**config.mk**
```make
export PLATFORM = sky130hd
export DESIGN_NAME = shk_cfg_seq_flat
export DESIGN_NICKNAME = d
export VERILOG_FILES = /design/src/rtl/shk_cfg_seq_if.sv /design/src/rtl/shk_cfg_seq.sv /design/src/flat_wrapper.sv
export SDC_FILE = /design/constraint.sdc
export NUM_CORES = 1
export LEC_CHECK = 0
export ABC_AREA = 1
export BUFFER_PORTS_ARGS = -buffer_cell sky130_fd_sc_hd__buf_2
export CAP_MARGIN = 0
export CORE_UTILIZATION = 44
export CTS_CLUSTER_DIAMETER = 120
export CTS_CLUSTER_SIZE = 24
export DETAILED_ROUTE_END_ITERATION = 8
export GPL_TIMING_DRIVEN = 0
export PLACE_DENSITY = 0.66
export SETUP_SLACK_MARGIN = 0.02
export SYNTH_ARGS = -nofsm -noshare
export SYNTH_HDL_FRONTEND = slang
export SYNTH_SLANG_ARGS = --single-unit
```
**constraint.sdc**
```tcl
create_clock -name i_sys_clk -period 4.58 [get_ports i_sys_clk]
set_clock_uncertainty 0.1 [all_clocks]
set_input_delay 0.687 -clock i_sys_clk [delete_from_list [all_inputs] [get_ports i_sys_clk]]
set_output_delay 0.687 -clock i_sys_clk [all_outputs]
set_load 0.01 [all_outputs]
```
**src/rtl/shk_cfg_seq_if.sv**
```systemverilog
// shk_cfg_seq_if: shake bus between the config sequencer (master)
// and the shake-to-IIC bridge (slave).
interface shk_cfg_seq_if #(
  parameter int WD_SHK_DATA = 8,
  parameter int WD_SHK_ADDR = 16
);
  logic                   valid;
  logic                   msync;
  logic [WD_SHK_DATA-1:0] mdata;
  logic [WD_SHK_DATA-1:0] mdat1;
  logic [WD_SHK_ADDR-1:0] maddr;
  logic                   ready;
  logic                   ssync;
  logic [WD_SHK_DATA-1:0] sdata;

  modport master (
    output valid, msync, mdata, mdat1, maddr,
    input  ready, ssync, sdata
  );

  modport slave (
    input  valid, msync, mdata, mdat1, maddr,
    output ready, ssync, sdata
  );
endinterface

```
**src/rtl/shk_cfg_seq.sv**
```systemverilog
// shk_cfg_seq: walks a (dev, reg, dat) table and issues shake writes.
// Define SHK_CFG_READBACK_EN to read back and compare every write.
module shk_cfg_seq #(
  parameter int NB_SYS_PER  = 10,
  parameter int NB_DLY_UNIT = 1_000_000,
  parameter int NB_TMO_PER  = 50_000_000,
  parameter int NB_TBL_LEN  = 256,
  parameter int WD_TBL_ADDR = 8,
  parameter int WD_SHK_DATA = 8,
  parameter int WD_SHK_ADDR = 16,
  parameter int WD_ERR_INFO = 4
) (
  input  logic                   i_sys_clk,
  input  logic                   i_sys_resetn,
  input  logic                   i_cfg_start,
  output logic [WD_TBL_ADDR-1:0] m_tbl_addr,
  input  logic [8+WD_SHK_ADDR+WD_SHK_DATA-1:0] m_tbl_data,
  shk_cfg_seq_if.master          m_shk_0,
  output logic                   o_cfg_busy,
  output logic                   o_cfg_done,
  output logic [WD_ERR_INFO-1:0] m_err_info
);

  localparam int WD_ENT  = 8 + WD_SHK_ADDR + WD_SHK_DATA;
  localparam int TMO_CYC = NB_TMO_PER / NB_SYS_PER;
  localparam int DLY_CYC = NB_DLY_UNIT / NB_SYS_PER;
  localparam int DLY_MAX = ((1 << WD_SHK_DATA) - 1) * DLY_CYC;
  localparam int TMR_MAX = (TMO_CYC > DLY_MAX) ? TMO_CYC : DLY_MAX;
  localparam int WD_TMR  = $clog2(TMR_MAX + 1);
  localparam bit HI_EN   = WD_SHK_ADDR > 8;

  localparam logic [1:0] LAST_WR = HI_EN ? 2'd3 : 2'd2;
  localparam logic [WD_TMR-1:0] TMO_LAST = WD_TMR'(TMO_CYC - 1);
  localparam logic [WD_TBL_ADDR-1:0] IDX_LAST =
    WD_TBL_ADDR'(NB_TBL_LEN - 1);

  localparam logic [WD_ERR_INFO-1:0] ERR_TMO = WD_ERR_INFO'(1);
  localparam logic [WD_ERR_INFO-1:0] ERR_RBK = WD_ERR_INFO'(2);
  localparam logic [WD_ERR_INFO-1:0] ERR_END = WD_ERR_INFO'(3);

  localparam logic [2:0] S_IDLE  = 3'd0;
  localparam logic [2:0] S_FETCH = 3'd1;
  localparam logic [2:0] S_ISSUE = 3'd2;
  localparam logic [2:0] S_SEND  = 3'd3;
  localparam logic [2:0] S_WAIT  = 3'd4;
  localparam logic [2:0] S_DELAY = 3'd5;
  localparam logic [2:0] S_DONE  = 3'd6;
  localparam logic [2:0] S_ERR   = 3'd7;

  logic [2:0]             state_q, state_d;
  logic [WD_TBL_ADDR-1:0] idx_q, idx_d;
  logic [WD_ENT-1:0]      ent_q, ent_d;
  logic [1:0]             bcnt_q, bcnt_d;
  logic [WD_TMR-1:0]      tmr_q, tmr_d;
  logic [WD_ERR_INFO-1:0] err_q, err_d;

  logic [7:0]             dev_w, tdev_w, byte_w;
  logic [WD_SHK_ADDR-1:0] rga_w;
  logic [WD_SHK_DATA-1:0] dat_w, tdat_w;
  logic [15:0]            rg16_w;
  logic [1:0]             bsel_w, last_w;
  logic [WD_TMR-1:0]      dly_last_w;
  logic                   adv_w;

  assign {dev_w, rga_w, dat_w} = ent_q;
  assign tdev_w = m_tbl_data[WD_ENT-1 -: 8];
  assign tdat_w = m_tbl_data[WD_SHK_DATA-1:0];
  assign rg16_w = 16'(rga_w);
  assign dly_last_w = WD_TMR'(int'(dat_w) * DLY_CYC - 1);

  // A narrow register address skips the high byte of the burst.
  always_comb begin
    bsel_w = (HI_EN || bcnt_q == 2'd0) ? bcnt_q : bcnt_q + 2'd1;
    unique case (bsel_w)
      2'd0:    byte_w = {dev_w[6:0], 1'b0};
      2'd1:    byte_w = rg16_w[15:8];
      2'd2:    byte_w = rg16_w[7:0];
      default: byte_w = 8'(dat_w);
    endcase
  end

`ifdef SHK_CFG_READBACK_EN
  logic                   rd_q, rd_d;
  logic [WD_SHK_DATA-1:0] rbk_q, rbk_d, rbk_w;

  assign rbk_w  = m_shk_0.ssync ? m_shk_0.sdata : rbk_q;
  assign last_w = rd_q ? LAST_WR - 2'd1 : LAST_WR;
  assign m_shk_0.mdat1 = (state_q == S_ISSUE && rd_q) ?
                         WD_SHK_DATA'(1) : '0;
`else
  logic unused_rbk;

  assign unused_rbk = ^{m_shk_0.ssync, m_shk_0.sdata};
  assign last_w = LAST_WR;
  assign m_shk_0.mdat1 = '0;
`endif

  always_comb begin
    state_d = state_q;
    idx_d   = idx_q;
    ent_d   = ent_q;
    bcnt_d  = bcnt_q;
    tmr_d   = tmr_q;
    err_d   = err_q;
    adv_w   = 1'b0;
`ifdef SHK_CFG_READBACK_EN
    rd_d    = rd_q;
    rbk_d   = rbk_q;
`endif
    unique case (state_q)
      S_IDLE: begin
        if (i_cfg_start) begin
          idx_d   = '0;
          err_d   = '0;
          bcnt_d  = '0;
          state_d = S_FETCH;
`ifdef SHK_CFG_READBACK_EN
          rd_d    = 1'b0;
`endif
        end
      end
      S_FETCH: begin
        if (bcnt_q == 2'd0) begin
          bcnt_d = 2'd1;
        end else begin
          ent_d  = m_tbl_data;
          bcnt_d = '0;
          tmr_d  = '0;
          if (tdev_w == 8'h00) begin
            state_d = S_DONE;
          end else if (tdev_w == 8'hFF) begin
            if (tdat_w == '0) idx_d = idx_q + 1'b1;
            else              state_d = S_DELAY;
          end else begin
            state_d = S_ISSUE;
          end
        end
      end
      S_ISSUE: begin
        bcnt_d  = '0;
        state_d = S_SEND;
      end
      S_SEND: begin
        if (bcnt_q == last_w) begin
          tmr_d   = '0;
          state_d = S_WAIT;
        end else begin
          bcnt_d = bcnt_q + 2'd1;
        end
      end
      S_WAIT: begin
`ifdef SHK_CFG_READBACK_EN
        if (rd_q && m_shk_0.ssync) rbk_d = m_shk_0.sdata;
`endif
        if (m_shk_0.ready) begin
`ifdef SHK_CFG_READBACK_EN
          if (!rd_q) begin
            rd_d    = 1'b1;
            state_d = S_ISSUE;
          end else if (rbk_w != dat_w) begin
            err_d   = ERR_RBK;
            state_d = S_ERR;
          end else begin
            rd_d  = 1'b0;
            adv_w = 1'b1;
          end
`else
          adv_w = 1'b1;
`endif
        end else if (tmr_q == TMO_LAST) begin
          err_d   = ERR_TMO;
          state_d = S_ERR;
        end else begin
          tmr_d = tmr_q + 1'b1;
        end
      end
      S_DELAY: begin
        if (tmr_q == dly_last_w) begin
          idx_d   = idx_q + 1'b1;
          bcnt_d  = '0;
          state_d = S_FETCH;
        end else begin
          tmr_d = tmr_q + 1'b1;
        end
      end
      default: state_d = S_IDLE;
    endcase

    // A completed write on the last slot means the table had no end marker.
    if (adv_w) begin
      if (idx_q == IDX_LAST) begin
        err_d   = ERR_END;
        state_d = S_ERR;
      end else begin
        idx_d   = idx_q + 1'b1;
        bcnt_d  = '0;
        state_d = S_FETCH;
      end
    end
  end

  always_ff @(posedge i_sys_clk or negedge i_sys_resetn) begin
    if (!i_sys_resetn) begin
      state_q <= S_IDLE;
      idx_q   <= '0;
      ent_q   <= '0;
      bcnt_q  <= '0;
      tmr_q   <= '0;
      err_q   <= '0;
`ifdef SHK_CFG_READBACK_EN
      rd_q    <= 1'b0;
      rbk_q   <= '0;
`endif
    end else begin
      state_q <= state_d;
      idx_q   <= idx_d;
      ent_q   <= ent_d;
      bcnt_q  <= bcnt_d;
      tmr_q   <= tmr_d;
      err_q   <= err_d;
`ifdef SHK_CFG_READBACK_EN
      rd_q    <= rd_d;
      rbk_q   <= rbk_d;
`endif
    end
  end

  assign m_tbl_addr    = idx_q;
  assign m_err_info    = err_q;
  assign o_cfg_done    = state_q == S_DONE;
  assign o_cfg_busy    = !(state_q == S_IDLE || state_q == S_DONE ||
                           state_q == S_ERR);
  assign m_shk_0.valid = state_q == S_ISSUE;
  assign m_shk_0.msync = state_q == S_SEND;
  assign m_shk_0.mdata = (state_q == S_SEND) ? WD_SHK_DATA'(byte_w) : '0;
  assign m_shk_0.maddr = (state_q == S_ISSUE) ? rga_w : '0;

endmodule
```
**src/flat_wrapper.sv**
```systemverilog
// flat-port wrapper written by rule: the top's interface ports become plain ports
module shk_cfg_seq_flat 
#(
  parameter int NB_SYS_PER  = 10,
  parameter int NB_DLY_UNIT = 1_000_000,
  parameter int NB_TMO_PER  = 50_000_000,
  parameter int NB_TBL_LEN  = 256,
  parameter int WD_TBL_ADDR = 8,
  parameter int WD_SHK_DATA = 8,
  parameter int WD_SHK_ADDR = 16,
  parameter int WD_ERR_INFO = 4
)
  (i_sys_clk, i_sys_resetn, i_cfg_start, m_tbl_addr, m_tbl_data, o_cfg_busy, o_cfg_done, m_err_info, m_shk_0_valid, m_shk_0_msync, m_shk_0_mdata, m_shk_0_mdat1, m_shk_0_maddr, m_shk_0_ready, m_shk_0_ssync, m_shk_0_sdata);
  shk_cfg_seq_if #(.WD_SHK_DATA(WD_SHK_DATA), .WD_SHK_ADDR(WD_SHK_ADDR)) m_shk_0_i ();
  input  logic i_sys_clk;
  input  logic i_sys_resetn;
  input  logic i_cfg_start;
  output logic [WD_TBL_ADDR-1:0] m_tbl_addr;
  input  logic [8+WD_SHK_ADDR+WD_SHK_DATA-1:0] m_tbl_data;
  output logic o_cfg_busy;
  output logic o_cfg_done;
  output logic [WD_ERR_INFO-1:0] m_err_info;
  output wire logic [$bits(m_shk_0_i.valid)-1:0] m_shk_0_valid;
  output wire logic [$bits(m_shk_0_i.msync)-1:0] m_shk_0_msync;
  output wire logic [$bits(m_shk_0_i.mdata)-1:0] m_shk_0_mdata;
  output wire logic [$bits(m_shk_0_i.mdat1)-1:0] m_shk_0_mdat1;
  output wire logic [$bits(m_shk_0_i.maddr)-1:0] m_shk_0_maddr;
  input wire logic [$bits(m_shk_0_i.ready)-1:0] m_shk_0_ready;
  input wire logic [$bits(m_shk_0_i.ssync)-1:0] m_shk_0_ssync;
  input wire logic [$bits(m_shk_0_i.sdata)-1:0] m_shk_0_sdata;
  assign m_shk_0_valid = m_shk_0_i.valid;
  assign m_shk_0_msync = m_shk_0_i.msync;
  assign m_shk_0_mdata = m_shk_0_i.mdata;
  assign m_shk_0_mdat1 = m_shk_0_i.mdat1;
  assign m_shk_0_maddr = m_shk_0_i.maddr;
  assign m_shk_0_i.ready = m_shk_0_ready;
  assign m_shk_0_i.ssync = m_shk_0_ssync;
  assign m_shk_0_i.sdata = m_shk_0_sdata;
  shk_cfg_seq #(.NB_SYS_PER(NB_SYS_PER), .NB_DLY_UNIT(NB_DLY_UNIT), .NB_TMO_PER(NB_TMO_PER), .NB_TBL_LEN(NB_TBL_LEN), .WD_TBL_ADDR(WD_TBL_ADDR), .WD_SHK_DATA(WD_SHK_DATA), .WD_SHK_ADDR(WD_SHK_ADDR), .WD_ERR_INFO(WD_ERR_INFO)) u_core (.i_sys_clk(i_sys_clk), .i_sys_resetn(i_sys_resetn), .i_cfg_start(i_cfg_start), .m_tbl_addr(m_tbl_addr), .m_tbl_data(m_tbl_data), .m_shk_0(m_shk_0_i), .o_cfg_busy(o_cfg_busy), .o_cfg_done(o_cfg_done), .m_err_info(m_err_info));
endmodule
```
==> metrics.txt <==
multiplexer share of the synthesized area=1.49%; CP Class=reg -> reg; clock root buffer=clkbuf_16; vias=8,040; Adder-Cell Fraction of Synth Area=12.4%; RSZ-0062 raised after global routing=true; CP dominant cell by count=nand3_4; First-pass DRT Iterations=5; flops & latches, synth=73; max frequency=210 MHz; CTS tree=done; GRT Util Overall=25.6%; vias in the first global route=7,620; Synth Warn #=0; chip height=133 um; min Tclk post-route=4.75 ns; Worst Setup EP=u_core.tmr_q[6]; R2R Setup Slk=-0.17 ns; Total Nets Final=1,445; initial antenna violation count=0; # diodes=0; syn avg cell area=6.37 um^2; Finish-stage setup viols=35; reg2reg end=u_core.tmr_q[6]; GPL Wtd Cong=0.913; grt total ovfl=0; Worst Path Required=4.70 ns; XOR/XNOR Fraction of Synth Area=3.12%; Die X-Extent=133 um; final-layout fill cell count=1,613; Worst path max stage delay=0.49 ns; Iteration-0 DRC Markers=362; Worst Hold Class=in -> async; synthesized area=7580 um^2; vias per cell=5.16; Slew @ Worst Pin=0.887 ns; setup_tns=-4.72 ns; Worst setup EP type=flip-flop; Reg area=1840 um^2; Placed Cells=1,493; Ports=93; fin util=58.5%; ANT nets after route=0; outcome=finished with violations; Critical Path AT=4.88 ns; CP Max Fanout=7; R2R depth=27; FP Rows=47; Worst Setup Slack, final=-0.174 ns; critical path startpoint category=flip-flop; Max Cap Violations=0; number of cells on the critical path=27; crit path launch=u_core.ent_q[4]; sequential share of the synthesized area=24.1%; CTS max path bufs=2; violations in the final reports=setup timing; Critical-path top delay cell=fa_1; Fin. Hold Viols=0; main combinational cell family by area after synthesis=simple AND/OR/NAND/NOR gates; worst r2r src=u_core.ent_q[4]; worst hold margin=0.110 ns; Cells after Synth=1,190; Simple-Gate Fraction of Synth Area=37.6%; clock slew at reported path FFs=0.06 ns; clock sinks=73; post-detail-place hpwl=16,900 um; global-route wire length before repair=36,500 um; commonest non-fill, non-tap cell in the layout=nand2_1; core area=16,700 um^2; final WL=22,000 um; buffers and inverters on the worst path=5; unique cell type count in the Yosys netlist=43; area of the multi-input gates=5520 um^2; final period utilization=104%; port bufs=75; clk_lat worst skew=0.35 ns; CTS H-Tree Depth=3; Routed wire per std cell=14.2 um; largest net degree at the start of global routing=59; Die Area=17,800 um^2; CTS Buf Count=9; layout cells sized above 1=24.6%; Slew Viols, Final=0; crit-path leading delay family=adder cells; Final Non-Filler Cells=1,557; Initial Util=45.4%; complex-gate fraction of the synthesized area=8.73%; most frequent cells in the layout=nand2_1 (277), inv_1 (194), nor2_1 (118); drt drc=0; Worst slew margin=40.3%; Area growth syn-to-layout=28.8%
[routing by layer]
layer  track usage, %  share of wire [%]
met3             3.16                4.2
met4             7.39                1.7
met2             43.0                 47
met1             34.5                 47
met5                0                  0
[registers in the layout, indices dropped and copies added, names as in the netlist]
register           flops
u_core.m_err_info      4
u_core.bcnt_q          2
u_core.ent_q          31
u_core.state_q         3
u_core.tmr_q          25
u_core.m_tbl_addr      8
[synth_stat cells, drive strengths merged]
| cell type | n | area, um^2 |
|---|---|---|
| buf | 16 | 113 |
| a221oi | 1 | 8.76 |
| xor2 | 21 | 184 |
| clkinv | 1 | 3.75 |
| mux2 | 10 | 113 |
| and2 | 2 | 12.5 |
| o221ai | 3 | 26.3 |
| o211ai | 4 | 30.0 |
| o21ai | 57 | 300 |
| a211oi | 1 | 7.51 |
| o21a | 1 | 7.51 |
| dfrtp | 73 | 1830 |
| nand4 | 38 | 238 |
| fa | 12 | 240 |
| nor4 | 12 | 75.1 |
| ha | 56 | 701 |
| nand2 | 337 | 1280 |
| nor2 | 145 | 608 |
| o2111ai | 5 | 43.8 |
| a21oi | 44 | 224 |
| clkbuf | 11 | 41.3 |
| conb | 1 | 3.75 |
| o31ai | 1 | 7.51 |
| inv | 211 | 792 |
| nor3 | 16 | 80.1 |
| nand2b | 1 | 6.26 |
| o22ai | 1 | 6.26 |
| nand3 | 101 | 533 |
| or2 | 2 | 12.5 |
| xnor2 | 6 | 52.6 |
[how the worst min path moves through the flow]
stage                       endpoint  slack (ns)
finish              u_core.tmr_q[18]        0.11
global route        u_core.tmr_q[18]        0.12
CTS                  u_core.tmr_q[3]        0.11
detailed placement  u_core.ent_q[24]        0.37
global placement    u_core.ent_q[25]        0.37
floorplan           u_core.bcnt_q[0]        0.29
[cells by family after synthesis]
kind of cell             after synthesis
flip-flops                            73
adder cells (fa/ha/maj)               68
other                                  1
AND/OR/NAND/NOR                      654
AO/OA/AOI/OAI                        118
XOR/XNOR                              27
multiplexers                          10
buffers and inverters                239
[timing repair]
| action | CTS | global route |
|---|---|---|
| buffers inserted | 30 | 15 |
| pin swaps | 37 | 38 |
| endpoints found under the setup margin | 38 | 38 |
| hold buffers | 0 | 0 |
| gates resized for setup | 119 | 48 |
| cloned | 2 | 1 |
[through the flow]
step | instance area [um^2] | worst slack, ns
after floorplan | 7710 | 0.0214
after global placement | 8360 | -0.708
after detailed placement | 8390 | -0.735
after CTS | 9410 | -0.0768
after global routing | 9760 | -0.418
final | 9760 | -0.174
[final cells by class]
class	count	share of cell area, %
Clock inverter	5	0.794
Buffer	27	1.77
Sequential cell	73	18.8
Timing Repair Buffer	124	8.48
Multi-Input combinational cell	885	56.5
Clock buffer	11	2.59
Inverter	212	8.20
Tap cell	220	2.82
Power is not shown: default switching activity piles up to over one toggle a cycle in this logic, so the estimate is an artifact.
